==> src/rtl/debounce_sync.sv <==
`timescale 1ns/1ps
// -----------------------------------------------------------------------------
// debounce_sync
//
// Conditions a raw, asynchronous, bouncy switch/button level for use inside
// the clk domain. It uses a two-flop synchroniser, then a stability counter
// with a four-state FSM. The clean level on dout only changes after
// STABLE_CNT consecutive synchronised samples of the new level.
//
// Parameters
//   STABLE_CNT : consecutive samples needed to accept a new level
//                (legal range 2 .. 2**CNT_W-1)
//   CNT_W      : width of the stability counter
//
// Ports
//   clk  : single clock, all state updates on the rising edge
//   rst  : synchronous, active-high reset
//   din  : raw asynchronous input level
//   dout : debounced level
//   rise : one-cycle pulse when dout goes 0->1
//   fall : one-cycle pulse when dout goes 1->0
//   busy : high while a candidate level change is being qualified
//
// Configuration macro
//   DEBOUNCE_EDGE_EN : when defined, the rise/fall pulse registers are built.
//                      When undefined, rise and fall are tied to 0.
//                      dout, busy and the latency are the same in both builds.
// -----------------------------------------------------------------------------
module debounce_sync #(
   parameter int unsigned STABLE_CNT = 1000,
   parameter int unsigned CNT_W      = 16
) (
   input  logic clk,
   input  logic rst,
   input  logic din,
   output logic dout,
   output logic rise,
   output logic fall,
   output logic busy
);

   typedef enum logic [1:0] {
      ST_LO     = 2'd0,
      ST_CHK_HI = 2'd1,
      ST_HI     = 2'd2,
      ST_CHK_LO = 2'd3
   } state_e;

   localparam logic [CNT_W-1:0] CNT_LAST = CNT_W'(STABLE_CNT - 1);
   localparam logic [CNT_W-1:0] CNT_ONE  = CNT_W'(1);

   logic             s1_q;
   logic             s2_q;
   state_e           state_q;
   logic [CNT_W-1:0] cnt_q;
   logic [CNT_W-1:0] cnt_d;
   logic             dout_q;
   logic             busy_q;
   logic             cnt_done;
   logic             commit_hi;
   logic             commit_lo;

   assign cnt_d    = cnt_q + CNT_ONE;
   assign cnt_done = (cnt_q == CNT_LAST);

   // The current s2 sample is the STABLE_CNT-th consecutive one at the
   // candidate level. This is the edge at which dout flips.
   assign commit_hi = (state_q == ST_CHK_HI) && s2_q && cnt_done;
   assign commit_lo = (state_q == ST_CHK_LO) && !s2_q && cnt_done;

   // NOTE: every register below is updated with non-blocking assignments so
   // that s2_q <= s1_q reads the old s1_q value and the synchroniser really is
   // two flops deep. A blocking assignment would collapse the chain.
   always_ff @(posedge clk) begin
      if (rst) begin
         s1_q    <= 1'b0;
         s2_q    <= 1'b0;
         state_q <= ST_LO;
         cnt_q   <= '0;
         dout_q  <= 1'b0;
         busy_q  <= 1'b0;
      end else begin
         s1_q <= din;
         s2_q <= s1_q;
         case (state_q)
            ST_LO: begin
               if (s2_q) begin
                  state_q <= ST_CHK_HI;
                  cnt_q   <= CNT_ONE;
                  busy_q  <= 1'b1;
               end else begin
                  cnt_q   <= '0;
               end
            end
            ST_CHK_HI: begin
               if (!s2_q) begin
                  // Bounce back: discard progress, dout untouched.
                  state_q <= ST_LO;
                  cnt_q   <= '0;
                  busy_q  <= 1'b0;
               end else if (commit_hi) begin
                  state_q <= ST_HI;
                  dout_q  <= 1'b1;
                  cnt_q   <= '0;
                  busy_q  <= 1'b0;
               end else begin
                  cnt_q   <= cnt_d;
               end
            end
            ST_HI: begin
               if (!s2_q) begin
                  state_q <= ST_CHK_LO;
                  cnt_q   <= CNT_ONE;
                  busy_q  <= 1'b1;
               end else begin
                  cnt_q   <= '0;
               end
            end
            ST_CHK_LO: begin
               if (s2_q) begin
                  state_q <= ST_HI;
                  cnt_q   <= '0;
                  busy_q  <= 1'b0;
               end else if (commit_lo) begin
                  state_q <= ST_LO;
                  dout_q  <= 1'b0;
                  cnt_q   <= '0;
                  busy_q  <= 1'b0;
               end else begin
                  cnt_q   <= cnt_d;
               end
            end
            default: begin
               state_q <= ST_LO;
               cnt_q   <= '0;
               busy_q  <= 1'b0;
            end
         endcase
      end
   end

   assign dout = dout_q;
   assign busy = busy_q;

`ifdef DEBOUNCE_EDGE_EN
   logic rise_q;
   logic fall_q;

   // The commits are mutually exclusive because they come from different
   // states. This means the two pulses can never be high together.
   always_ff @(posedge clk) begin
      if (rst) begin
         rise_q <= 1'b0;
         fall_q <= 1'b0;
      end else begin
         rise_q <= commit_hi;
         fall_q <= commit_lo;
      end
   end

   assign rise = rise_q;
   assign fall = fall_q;
`else
   assign rise = 1'b0;
   assign fall = 1'b0;
`endif

endmodule

==> config.mk <==
export PLATFORM = sky130hd
export DESIGN_NAME = debounce_sync
export DESIGN_NICKNAME = d
export VERILOG_FILES = /design/src/rtl/debounce_sync.sv
export SDC_FILE = /design/constraint.sdc
export NUM_CORES = 1
export LEC_CHECK = 0
export ABC_AREA = 0
export CORE_ASPECT_RATIO = 0.8
export CORE_MARGIN = 5
export CORE_UTILIZATION = 45
export CTS_CLUSTER_DIAMETER = 60
export CTS_CLUSTER_SIZE = 24
export DETAILED_ROUTE_END_ITERATION = 6
export SYNTH_ARGS = -nofsm -noshare
export SYNTH_HDL_FRONTEND = slang
export SYNTH_SLANG_ARGS = --single-unit
export TNS_END_PERCENT = 10
==> constraint.sdc <==
create_clock -name clk -period 3.3 [get_ports clk]
set_clock_uncertainty 0.05 [all_clocks]
set_input_delay 0.66 -clock clk [delete_from_list [all_inputs] [get_ports clk]]
set_output_delay 0.66 -clock clk [all_outputs]
set_load 0.01 [all_outputs]
== After elaboration in Yosys (flattened, before gate mapping) ==
Index checks and enable logic that the tools add are counted.
Operators by class
  $add $sub $neg: 1
  eq/ne operators: 12
  mux-type cells: 25
  reductions and logical operators: 9
Operators by type and width (count)
  two-way mux 16 bit: 4
  one-hot mux 16 bit (4 select lines): 1
  adder 16 x 1 -> 16 bit (second input constant): 1
  equality test 16 x 10 -> 1 bit (second input constant): 1
  two-way mux 2 bit: 6
  inequality test 2 bit (second input constant): 6
  two-way mux 1 bit: 11
  one-hot mux 2 bit (4 select lines): 1
  inequality test 3 bit (second input constant): 2
  AND reduction 5 bit: 1
  equality test 2 bit (second input constant): 2
  logical AND 1 bit: 4
  one-hot mux 1 bit (4 select lines): 1
  AND reduction 4 bit: 1
  equality test 2 x 1 -> 1 bit (second input constant): 1
  zero test 2 bit: 1
  one-hot mux 1 bit (2 select lines): 1
  nonzero test 2 bit: 1
  zero test 1 bit: 1
Word-level totals
  register bits: 22
  input bits: 3
  output and inout port bits: 4
  logic and storage cells: 53

== Longest topological paths before layout ==
  depth in word-level cells: 6
  gate-level depth with buffers: 7

== Least setup slack after synthesis ==
No wires, ideal clock.
  path kind: reg2reg
  start point: reg cnt_q[0]
  end point: reg cnt_q[10]
  library setup time: 115 ps
  arrival time: 1606 ps
  data required time: 3135 ps
  slack: 1529 ps
  stages on the path, launching flop included: 8
  cells stage by stage: dfxtp_1 -> ha_1 -> nand4_1 -> nor4_4 -> or3b_1 -> buf_4 -> buf_6 -> nor2_1
On the way
  word-level cells in the longest chain between the ends: 5
  elaborated cells between the ends (all ways): 9
  those cells by class: 1 x add/sub; 1 x eq/ne; 5 x mux; 2 x reduce/logical
Ends and longest elaborated chain
  start, declared: RTL line 55  | logic [CNT_W-1:0] cnt_q;
  start signal, assigned: RTL line 107  | cnt_q <= cnt_d;
  start signal, assigned: RTL line 130  | cnt_q <= cnt_d;
  branches (longest 4 deep; another with adder 16 x 1 -> 16 bit)
  one-hot mux 16 bit (4 select lines) (*): RTL line 85  | case (state_q)
Mark *: on every way between the ends.
A chain may end at the register's enable or synchronous reset.

== Worst setup path in the final report ==
  start point: reg cnt_q[0]
  end point: reg cnt_q[14]
The elaborated chain is that of the path after synthesis.

==> results.toml <==
[global_routing]
use_met1_pct = 14.6
grt_pass1_vias = 708
grt_first_pass_wirelength_um = 3020
overflow = 0
use_met3_pct = 4.54
top_usage_layer = "met2"
grt_use_total_pct = 11.6
grt_max_degree = 16
antenna_found_initial = 0
use_met2_pct = 18.4

[logic_synthesis]
yosysWarnings = 0
ys_types = 27
syn-mean-instance-area_um2 = 9.07
synthCells = 109
seq_area_frac_synth_pct = 44.6
syn-cell-area_um2 = 988
synth_seq_cells = 22

[power_and_ir_drop]
power.density_mw_per_mm2 = 405
ir_worst_vdd_mv = 0.238
p_leak_nw = 0.311
p_total_mw = 0.431

[final_layout]
final_area_mm2 = 0.00107
final_util_pct = 50.3
multi_input_area_um2 = 499
final_cell_mix = "nor2_1, dfxtp_1, xnor2_1"
antenna_cells = 0
final_nets = 119
stdcell_count = 139
fill_cells = 200
drive_above_1_share_pct = 7.89
regArea_um2 = 440
syn2layout_area_growth_pct = 7.85

[sta]
tightest_slew_ps = 501
max_clock_freq_mhz = 460
hold_violations = 0
drv_slew = 0
finalSetupTns_ps = 0
period_needed_ps = 2180
setup_slack_ps = 1120
rsz0062_at_grt = "no"
setup_viol = 0
hold_slack_ps = 412
fin_crit_sh_pct = 65.9
maxSlewHeadroom_pct = 66.6

[flow_run]
maxCapViolCount = 0

[setup_path]
max_stage_delay_ps = 480
required_ps = 3440
path_delay_family = "simple AND/OR/NAND/NOR gates"
critPathArrivalTime_ps = 2320
cp_max_fo = 15
cp_cell_sequence = "ha_1 > nand4_1 > nor4_4 > or3b_1 > nor2_1"
critPathSlowestCell = "or3b_1"
critical_path_buf_inv_count = 0
path_class = "register to register"
path_depth = 5
cp-end-kind = "register"
critical_path.startpoint_type = "register"
rr_worst_depth = 5

[placed_design]
hpwl_um = 1260
port_buffers = 4
gp_congestion = 0.767
pre_cts_slack_ps = 977
place_area_mm2 = 0.00103
place_inst = 135

[floorplan]
floorplan.io_pins = 7
die-height_um = 51.9
die_w_um = 62.4
num_rows = 15
dieArea_mm2 = 0.00324
core_mm2 = 0.00212
initial_core_util_pct = 46.6

[clocking]
cts_tree = "done"
hold_buffers = 0
clock_latency_ps = 310
cts_root_buf = "clkbuf_4"
cts_buffer_depth = 2
post-cts-setup-buffers = 0
cts_inserted_buffers = 3
clk_pin_slew_worst_paths_ps = 120
cts_resized = 0
cts_max_level = 1
cts.sinks = 22

[detailed_routing]
postRouteAntennaNets = 0
vias = 739
wl_per_cell_um = 12.1
initialDrtViolationCount = 16
first_pass_iters = 4
wirelength_um = 1680
drc = 0
routed_via_density = 5.32

[hold_path]
hold_path_depth = 1
worstHoldPathType = "register to register"

[outcome]
status = "complete, no violations"
layer usage:
metal	wire [um]	share of wire (%)
met4	12	0.71
met3	64	3.8
met2	752	45
met1	851	51
met5	0	0
registers in the layout, summed over array words and instances (netlist names), named ones only:
register,flops
busy,1
cnt_q,16
dout,1
state_q,1
s2_q,1
s1_q,1
cells by family after synthesis:
kind of cell / synth area share (%)
AND/OR/NAND/NOR: 30.0
flip-flops: 44.6
XOR/XNOR: 12.4
buffers and inverters: 5.32
AO/OA/AOI/OAI: 4.05
multiplexers: 2.03
adder cells (fa/ha/maj): 1.27
other: 0.379
synthesized netlist by cell type:
cell      number  share of area (%)
nor2_1        22                8.4
conb_1         1               0.38
buf_4          3                2.3
nor4_1         4                2.5
nor2b_1        3                1.9
nand4_1        5                3.2
and4_1         1               0.89
o22a_1         1               0.89
nor4_4         1                2.2
nand2b_1       1               0.63
inv_1          5                1.9
nand3_1        4                2.0
dfxtp_1       22                 45
nor3_1         4                2.0
xor2_1         4                3.5
o21a_1         1               0.76
o21ai_0        1               0.51
or3b_1         1               0.89
nor4_2         1                1.3
a31o_2         1               0.89
mux2i_1        2                2.0
ha_1           1                1.3
buf_6          1                1.1
xnor2_1       10                8.9
a21oi_1        2                1.0
or4_4          2                2.3
nand2_1        5                1.9
power breakdown:
part           switching [mW]  internal [mW]
registers             0.00247          0.269
clock network          0.0772         0.0674
logic                 0.00643        0.00880
total                  0.0861          0.345
path summary, 6_finish.rpt:
path | startpoint | endpoint | slack, ps
worst max register to register | cnt_q[0]$_SDFF_PP0_ | cnt_q[14]$_SDFF_PP0_ | 1120
worst min register to register | s1_q$_SDFF_PP0_ | s2_q$_SDFF_PP0_ | 410
worst min-delay path | s1_q$_SDFF_PP0_ | s2_q$_SDFF_PP0_ | 410
worst max-delay path | cnt_q[0]$_SDFF_PP0_ | cnt_q[14]$_SDFF_PP0_ | 1120
cell type report:
cell class	instances	area share (%)
Multi-Input combinational cell	79	46.8
Sequential cell	22	41.3
Timing Repair Buffer	4	3.76
Clock buffer	4	3.40
Tap cell	25	2.93
Inverter	5	1.76
(Power assumes the default switching activity.)
